**src/rtl/dsram_pkg.sv**
```systemverilog
// Shared types and constants for the data-SRAM arbiter.
package dsram_pkg;

    localparam int unsigned DSRAM_DW = 32;
    localparam int unsigned DSRAM_NB = 4;
    localparam int unsigned RUN_CW   = 4;

    typedef enum logic {
        OWN_LSU = 1'b0,
        OWN_DMA = 1'b1
    } owner_e;

    typedef struct packed {
        logic [31:0]         addr;
        logic                we;
        logic [DSRAM_NB-1:0] be;
        logic [DSRAM_DW-1:0] wdata;
    } dsram_req_t;

endpackage

```
**src/rtl/dsram_arb_grant.sv**
```systemverilog
// Grant selection between LSU and DMA.
// Default: LSU priority with a starvation guard. Defining DSRAM_ARB_RR_EN
// switches to strict round-robin.
module dsram_arb_grant
    import dsram_pkg::*;
#(
    parameter int unsigned MAX_LSU_RUN = 4
) (
    input  logic clk,
    input  logic cpurst_n,
    input  logic lsu_valid,
    input  logic dma_valid,
    output logic gnt_lsu,
    output logic gnt_dma
);

    if (MAX_LSU_RUN < 1 || MAX_LSU_RUN > 15) begin : g_bad_run
        $error("MAX_LSU_RUN must be in 1..15");
    end

`ifdef DSRAM_ARB_RR_EN

    owner_e last_q;
    owner_e last_d;

    // Alternate when both request; remember the most recent grant.
    always_comb begin
        gnt_lsu = 1'b0;
        gnt_dma = 1'b0;
        last_d  = last_q;
        if (lsu_valid && dma_valid) begin
            if (last_q == OWN_DMA) gnt_lsu = 1'b1;
            else                   gnt_dma = 1'b1;
        end else begin
            gnt_lsu = lsu_valid;
            gnt_dma = dma_valid;
        end
        if (gnt_lsu)      last_d = OWN_LSU;
        else if (gnt_dma) last_d = OWN_DMA;
    end

    // Last-grant register.
    always_ff @(posedge clk or negedge cpurst_n) begin
        if (!cpurst_n) last_q <= OWN_DMA;
        else           last_q <= last_d;
    end

`else

    localparam logic [RUN_CW-1:0] RUN_MAX = RUN_CW'(MAX_LSU_RUN);

    logic [RUN_CW-1:0] run_q;
    logic [RUN_CW-1:0] run_d;

    // LSU wins unless it has already held DMA off for MAX_LSU_RUN grants.
    always_comb begin
        gnt_lsu = lsu_valid && !((run_q == RUN_MAX) && dma_valid);
        gnt_dma = dma_valid && !gnt_lsu;
        run_d   = run_q;
        if (!dma_valid || gnt_dma)            run_d = '0;
        else if (gnt_lsu && run_q != RUN_MAX) run_d = run_q + RUN_CW'(1);
    end

    // Consecutive-LSU-grant counter while DMA waits.
    always_ff @(posedge clk or negedge cpurst_n) begin
        if (!cpurst_n) run_q <= '0;
        else           run_q <= run_d;
    end

`endif

endmodule

```
**src/rtl/dsram_arbiter.sv**
```systemverilog
// Data-SRAM arbiter: one access per cycle, one-cycle read latency,
// responses routed back to the granted requester.
// Optional build macro: DSRAM_ARB_RR_EN (round-robin instead of LSU priority).
module dsram_arbiter
    import dsram_pkg::*;
#(
    parameter int unsigned MEM_AW      = 10,
    parameter int unsigned MAX_LSU_RUN = 4
) (
    input  logic                clk,
    input  logic                cpurst_n,
    input  logic                lsu_req_valid,
    output logic                lsu_req_ready,
    input  logic [31:0]         lsu_req_addr,
    input  logic                lsu_req_we,
    input  logic [DSRAM_NB-1:0] lsu_req_be,
    input  logic [DSRAM_DW-1:0] lsu_req_wdata,
    output logic                lsu_rsp_valid,
    output logic [DSRAM_DW-1:0] lsu_rsp_rdata,
    input  logic                dma_req_valid,
    output logic                dma_req_ready,
    input  logic [31:0]         dma_req_addr,
    input  logic                dma_req_we,
    input  logic [DSRAM_NB-1:0] dma_req_be,
    input  logic [DSRAM_DW-1:0] dma_req_wdata,
    output logic                dma_rsp_valid,
    output logic [DSRAM_DW-1:0] dma_rsp_rdata,
    output logic                sram_cs,
    output logic                sram_we,
    output logic [DSRAM_NB-1:0] sram_be,
    output logic [MEM_AW-1:0]   sram_addr,
    output logic [DSRAM_DW-1:0] sram_wdata,
    input  logic [DSRAM_DW-1:0] sram_rdata
);

    logic       gnt_lsu;
    logic       gnt_dma;
    dsram_req_t gnt_req;
    logic       rsp_valid_q;
    owner_e     rsp_owner_q;
    logic       rsp_rd_q;
    logic       unused_addr_bits;

    dsram_arb_grant #(
        .MAX_LSU_RUN (MAX_LSU_RUN)
    ) u_grant (
        .clk       (clk),
        .cpurst_n  (cpurst_n),
        .lsu_valid (lsu_req_valid),
        .dma_valid (dma_req_valid),
        .gnt_lsu   (gnt_lsu),
        .gnt_dma   (gnt_dma)
    );

    assign lsu_req_ready = gnt_lsu;
    assign dma_req_ready = gnt_dma;

    // Select the granted payload; all-zero when nothing is granted.
    always_comb begin
        gnt_req = '0;
        if (gnt_lsu)      gnt_req = '{addr: lsu_req_addr, we: lsu_req_we, be: lsu_req_be, wdata: lsu_req_wdata};
        else if (gnt_dma) gnt_req = '{addr: dma_req_addr, we: dma_req_we, be: dma_req_be, wdata: dma_req_wdata};
    end

    assign sram_cs    = gnt_lsu | gnt_dma;
    assign sram_we    = gnt_req.we;
    assign sram_be    = gnt_req.be;
    assign sram_addr  = gnt_req.addr[MEM_AW+1:2];
    assign sram_wdata = gnt_req.wdata;

    // Byte offset and bits above the array alias away.
    assign unused_addr_bits = ^{gnt_req.addr[31:MEM_AW+2], gnt_req.addr[1:0]};

    // Response tracking: who owns the access in flight and whether it reads.
    always_ff @(posedge clk or negedge cpurst_n) begin
        if (!cpurst_n) begin
            rsp_valid_q <= 1'b0;
            rsp_owner_q <= OWN_LSU;
            rsp_rd_q    <= 1'b0;
        end else begin
            rsp_valid_q <= sram_cs;
            rsp_owner_q <= gnt_dma ? OWN_DMA : OWN_LSU;
            rsp_rd_q    <= sram_cs && !sram_we;
        end
    end

    assign lsu_rsp_valid = rsp_valid_q && (rsp_owner_q == OWN_LSU);
    assign dma_rsp_valid = rsp_valid_q && (rsp_owner_q == OWN_DMA);
    assign lsu_rsp_rdata = (lsu_rsp_valid && rsp_rd_q) ? sram_rdata : '0;
    assign dma_rsp_rdata = (dma_rsp_valid && rsp_rd_q) ? sram_rdata : '0;

endmodule
```
**config.mk**
```make
export PLATFORM = sky130hd
export DESIGN_NAME = dsram_arbiter
export DESIGN_NICKNAME = d
export VERILOG_FILES = /design/src/rtl/dsram_pkg.sv /design/src/rtl/dsram_arb_grant.sv /design/src/rtl/dsram_arbiter.sv
export SDC_FILE = /design/constraint.sdc
export NUM_CORES = 1
export LEC_CHECK = 0
export CAP_MARGIN = 20
export CORE_AREA = 4 4 111 113
export CTS_CLUSTER_DIAMETER = 50
export DETAILED_ROUTE_END_ITERATION = 7
export DIE_AREA = 0 0 115 117
export SLEW_MARGIN = 20
export SYNTH_ARGS = -nofsm -noshare
export SYNTH_HDL_FRONTEND = slang
export SYNTH_HIERARCHICAL = 1
export SYNTH_SLANG_ARGS = --single-unit
export TNS_END_PERCENT = 30
```
**constraint.sdc**
```tcl
create_clock -name clk -period 2.1 [get_ports clk]
set_clock_uncertainty 0.1 [all_clocks]
set_input_delay 0.42 -clock clk [delete_from_list [all_inputs] [get_ports clk]]
set_output_delay 0.42 -clock clk [all_outputs]
set_load 0.03 [all_outputs]
```
==> impl_metrics.ini, run 1 <==
[outcome]
status = finished with violations
violations = setup timing

[detailed_routing]
drtAntennaViolNets = 0
post_drt_via_cell_ratio = 4.06
top_layer_used = met4
drt_iter0_drc = 97
wl_met3_um = 1230
vias = 2404
wire_per_inst_um = 14.4
wl_met1_um = 2820
wirelength_um = 8510
wl_met2_um = 4450
first_pass_iters = 4
drc = 0

[timing]
setup_viol = 49
finalCriticalPeriod_ns = 2.48
worst_slew_pin_slew_ns = 0.331
finalHoldViolCount = 0
setup_slack_ns = -0.383
max-slew-margin-rel = 0.778
finalMaxSlewViolations = 0
fmaxAchievable_mhz = 403
whs_ns = 0.349
finalCritPeriodShare = 1.18
rsz0062_at_grt = yes

[layout]
syn_to_final_growth_pct = 249
drive_above_1_share = 0.414
diodes = 0
fin_util = 0.387
final_nets = 626

[setup_path]
cp_max_fo = 11
r2r_end = rsp_rd_q
worstPathCellList = inv_1 > ha_1 > nand3b_1 > o21a_4 > nor2b_4 > buf_12 > clkbuf_16 > a22o_4 > buf_6
max_stage_delay_ns = 0.37
crit_path_start_kind = register
reg2reg_depth = 8
worst-setup-path-type = reg2out
endpoint_kind = output port
worstPathArrival_ns = 1.96
slowest_stage = dfrtp_1
cp_top_family = buffers and inverters
crit_required_ns = 1.58
critPathBufInv = 4
reg2reg_from = u_grant/run_q[0]
r2r_slack_ns = 0.27

[synthesis]
syn_nets = 376
yosysWarnings = 6
syn_inst = 200
ys_ff_latch = 7
yosysSeqAreaShare = 0.140
synth_area_leaders = a22o_1 33%, nor2_1 20%, dfrtp_1 14%
syn_area_mm2 = 0.00125
synth_cell_types = 20
syn_avg_cell_area_um2 = 6.27
synth_top_area_share = 0.328
yosys.area.top_type = a22o_1

[power_and_ir_drop]
p_per_area_mw_per_mm2 = 330
p_switching_uw = 514
intPower_uw = 932
power_frac_comb = 0.679
p_sw_frac = 0.355
pwr-share-clk = 0.220
fin_total_pwr_uw = 1450
seq_power_share = 0.101
p_leak_uw = 0.00204
peakVddDrop_mv = 0.245

[floorplan]
die_width_um = 115
rows = 39
fp.dieH_um = 117
core_region_area_mm2 = 0.0113
design.die.area_mm2 = 0.0135
ios = 290
start_util = 0.111

[grt]
grt_overflow = 0
grt_max_degree = 51
antenna_found_initial = 0
grt_pass1_vias = 2314
grt_pass1_wl_um = 11400
grt_use_total = 0.104

[clocking]
cts_inserted_buffers = 3
clkTransAtPathRegs_ns = 0.04
cts_root_buffer = clkbuf_16
cts_tree = done
ctsHtreeMaxLevel = 1
cts.sinks = 7
clk_latency_ns = 0.23
cts_buffer_depth = 2

[place]
dp_hpwl_um = 6770
pre_cts_ws_ns = -0.437
gp_congestion = 0.808
io_buffer_count = 245

[run]
maxCapViolCount = 0

[min_path]
hold_class = in2async
-- timing repair --
| action | 4_1_cts | 5_1_grt |
|---|---|---|
| endpoints found under the setup margin | 50 | 49 |
| cloned | 1 | 4 |
| pin swaps | 0 | 2 |
| gates resized for setup | 44 | 0 |
| setup buffers | 0 | 2 |
| hold buffers | 0 | 0 |
-- metal layers --
| metal | vias up | global-route usage |
|---|---|---|
| met5 | - | 0 |
| met4 | 0 | 0.0164 |
| met3 | 2 | 0.0437 |
| met2 | 163 | 0.198 |
| met1 | 1061 | 0.108 |
| li1 | 1178 | - |
-- worst max path at each step --
stage / startpoint / to / slack (ns) / cells past startpoint
after floorplan: u_grant/run_q[0] / sram_addr[0] / -0.15 / 8
after global placement: dma_req_valid / sram_wdata[5] / -0.43 / 7
after detailed placement: dma_req_valid / sram_wdata[5] / -0.44 / 7
after CTS: u_grant/run_q[0] / sram_wdata[5] / -0.47 / 8
after global routing: u_grant/run_q[1] / sram_addr[4] / -0.47 / 9
final: u_grant/run_q[0] / sram_addr[1] / -0.38 / 9
-- placed cells by master, fill, tap and decap left out, types with 7 or more instances in the layout --
master	count
a22o_1	7
a22o_2	10
a22o_4	30
buf_12	12
buf_4	77
buf_6	43
clkdlybuf4s50_1	129
dfrtp_1	7
inv_1	8
nand2_1	36
nor2_1	68
-- sequential cells by signal, summed over array words and instances, names as in the netlist --
| register | count |
|---|---|
| rsp_owner_q | 1 |
| rsp_rd_q | 1 |
| rsp_valid_q | 1 |
| u_grant/run_q | 4 |
-- worst reg2reg max path, delay by kind of cell, from the launching register on --
family                     cells  cell delay (ns)
buffers and inverters          3             0.39
adders and majority gates      1             0.14
DFF                            1             0.37
AOI/OAI and AO/OA              2             0.45
and+or+nand+nor                2             0.31
-- power groups by stage --
stage / registers, µW / clock network (µW) / logic (µW)
after floorplan: 147 / 0 / 440
after global placement: 148 / 0 / 911
after detailed placement: 148 / 0 / 918
after CTS: 146 / 328 / 973
after global routing: 147 / 342 / 1030
final: 147 / 318 / 981
-- layout make-up --
class                      count  area (µm²)
fill                        1125        6940
timing repair buffer         265        2700
multi-input combinational    165        1220
tap                          143         179
sequential                     7         175
clock buffer                   4        78.8
inverter                       8        30.0
-- metrics by stage --
| step | area (µm²) | setup TNS [ns] | instances |
|---|---|---|---|
| after global placement | 4000 | -17.88 | 581 |
| after floorplan | 1560 | -6.79 | 200 |
| final | 4380 | -17.35 | 592 |
| after CTS | 4260 | -20.08 | 586 |
| after detailed placement | 4000 | -18.58 | 581 |
| after global routing | 4380 | -21.80 | 592 |
-- cell usage after synthesis, drive strengths merged --
master,instances
nor2,68
a22o,47
nand2,36
buf,16
inv,8
dfrtp,7
clkbuf,4
ha,2
nand2b,2
nand3,2
a21oi,1
nand3b,1
nor2b,1
o21a,1
o21ai,1
or2,1
xnor2,1
xor2,1
-- kinds of logic after synthesis --
logic type                 Yosys count  share of synthesized area
and+or+nand+nor                    111                      0.355
AOI/OAI and AO/OA                   50                      0.342
buffers and inverters               28                      0.130
DFF                                  7                      0.140
xor gates and xnor gates             2                     0.0140
adders and majority gates            2                     0.0199
No activity file was read; power rests on OpenSTA's default activity.
==> run 2: changes to the inputs <==
CORE_AREA = 2 2 112 114   (was 4 4 111 113)
DIE_AREA = 0 0 114 116   (was 0 0 115 117)
==> run 2 against run 1 <==
Net effect:
- the run still ends with setup timing left
- combinational power rose by 0.6%
- worst hold slack got worse by 0.0011 ns
- clock power barely moved
- register-to-register slack improved by 0.02 ns
- critical path depth did not move
- critical path type unchanged
- power rose by 0.58%
- count of clock-buffer cells in the layout did not move
- flip-flop and latch count did not move
- sequential power barely moved
- via count rose by 1.2%
- critical endpoint is now sram_wdata[6]
==> impl_metrics.ini, run 2 (synthesis results as in run 1) <==
[timing]
setup_viol = 49
finalMaxSlewViolations = 0
fmaxAchievable_mhz = 401
worst_slew_pin_slew_ns = 0.305
max-slew-margin-rel = 0.796
finalCritPeriodShare = 1.19
final.setup.tns_ns = -17.36
finalCriticalPeriod_ns = 2.50
rsz0062_at_grt = yes
finalHoldViolCount = 0
setup_slack_ns = -0.397

[grt]
grt_overflow = 0
grt_pass1_wl_um = 11900
grt_use_total = 0.112
grt_max_degree = 35
antenna_found_initial = 0
grt_pass1_vias = 2373

[setup_path]
slowest_stage = dfrtp_1
endpoint_kind = output port
r2r_end = rsp_rd_q
reg2reg_depth = 8
reg2reg_from = u_grant/run_q[0]
cp_max_fo = 16
worstPathCellList = inv_1 > ha_1 > nand3b_1 > o21a_4 > nor2b_4 > buf_12 > buf_12 > a22o_2 > buf_12
crit_required_ns = 1.58
max_stage_delay_ns = 0.37
worst-setup-path-type = reg2out
crit_path_start_kind = register
cp_top_family = compound AO/OA/AOI/OAI gates
worstPathArrival_ns = 1.98
cpMostUsedCell = buf_12
critPathBufInv = 4
r2r_slack_ns = 0.29

[detailed_routing]
drc = 0
vias = 2433
drtAntennaViolNets = 0
first_pass_iters = 4
drt_iter0_drc = 59
wirelength_um = 8140
wire_per_inst_um = 13.7
post_drt_via_cell_ratio = 4.09

[floorplan]
ios = 290
die_width_um = 114
rows = 40
fp.dieH_um = 116
core_region_area_mm2 = 0.0119
design.die.area_mm2 = 0.0132
start_util = 0.105

[power_and_ir_drop]
intPower_uw = 940
seq_power_share = 0.101
pwr-share-clk = 0.220
p_leak_uw = 0.00205
p_sw_frac = 0.354
p_per_area_mw_per_mm2 = 330
power_frac_comb = 0.679
peakVddDrop_mv = 0.186
p_switching_uw = 514

[place]
gp_congestion = 0.705
dp_hpwl_um = 6820
io_buffer_count = 245

[clocking]
clk_latency_ns = 0.23
cts_root_buffer = clkbuf_16
cts.sinks = 7
ctsHtreeMaxLevel = 1
cts_inserted_buffers = 3
cts_buffer_depth = 2
cts-hold-fix-buffers = 0
cts_tree = done
clkTransAtPathRegs_ns = 0.04

[outcome]
status = finished with violations
violations = setup timing

[layout]
syn_to_final_growth_pct = 251
fin_util = 0.370
diodes = 0
layout_commonest_cell = clkdlybuf4s50_1
largest_reg_flops = 4
final_nets = 625
regMostFlops = u_grant/run_q
drive_above_1_share = 0.420
most-common-layout-cells = 129 x clkdlybuf4s50_1, 89 x buf_4, 68 x nor2_1

[min_path]
hold_class = in2async

[run]
maxCapViolCount = 0
## run 2: cell count changes in the layout (fill, tap and decap cells not counted), moves of 2 or more
cell,change
buf_12,+8
a22o_2,-2
a22o_1,-3
clkbuf_16,-3
a22o_4,+5
buf_4,+12
buf_6,-19
## run 2: how the worst max path moves through the flow
stage	from	end	slack, ns	cells past startpoint
2_1_floorplan	u_grant/run_q[0]	sram_addr[0]	-0.15	8
6_report	u_grant/run_q[0]	sram_wdata[6]	-0.40	9
3_5_place_dp	dma_req_valid	sram_wdata[3]	-0.39	7
3_3_place_gp	dma_req_valid	sram_wdata[4]	-0.37	7
4_1_cts	u_grant/run_q[0]	sram_wdata[3]	-0.46	9
5_1_grt	u_grant/run_q[0]	sram_wdata[30]	-0.52	9
## run 2: per-layer routing
metal,track usage,part of all wire
met5,0,0
met2,0.226,0.55
met1,0.111,0.33
met4,0.0220,0.0033
met3,0.0377,0.12
## run 2: layout make-up
type                            count  area [µm²]
Timing Repair Buffer              264        2670
Multi-Input combinational cell    165        1260
Fill cell                        1186        7510
Sequential cell                     7         175
Clock buffer                        4        78.8
Tap cell                          147         184
Inverter                            8        30.0
## run 2: power by group through the flow
stage	Sequential (µW)	Clock [µW]	Combinational (µW)
floorplan	147	0	440
global placement	148	0	940
detailed placement	148	0	947
CTS	146	326	987
global route	148	334	1040
finish	147	321	987
## run 2: worst reg2reg max path, cell delays in order (launching register included)
cell and delay, ns:
dfrtp_1 0.37, inv_1 0.06, ha_1 0.15, nand3b_1 0.18, o21a_4 0.28, nor2b_4 0.13
buf_12 0.13, buf_8 0.17, a22o_1 0.17
## run 2: through the flow
stage               setup WS [ns]  instances  hold WS, ns  power [µW]  area (µm²)
finish                     -0.397        595        0.348        1450        4400
global placement           -0.373        587        0.418        1090        4120
global route               -0.518        595        0.383        1530        4400
detailed placement         -0.395        587        0.435        1090        4120
floorplan                  -0.151        200       0.0244         587        1560
CTS                        -0.458        594        0.363        1460        4340
## run 2: what timing repair did
action | CTS | global route
buffers inserted | 2 | 1
gates resized for setup | 26 | 8
gates cloned | 1 | 0
pin swaps | 1 | 1
endpoints found under the setup margin | 49 | 50
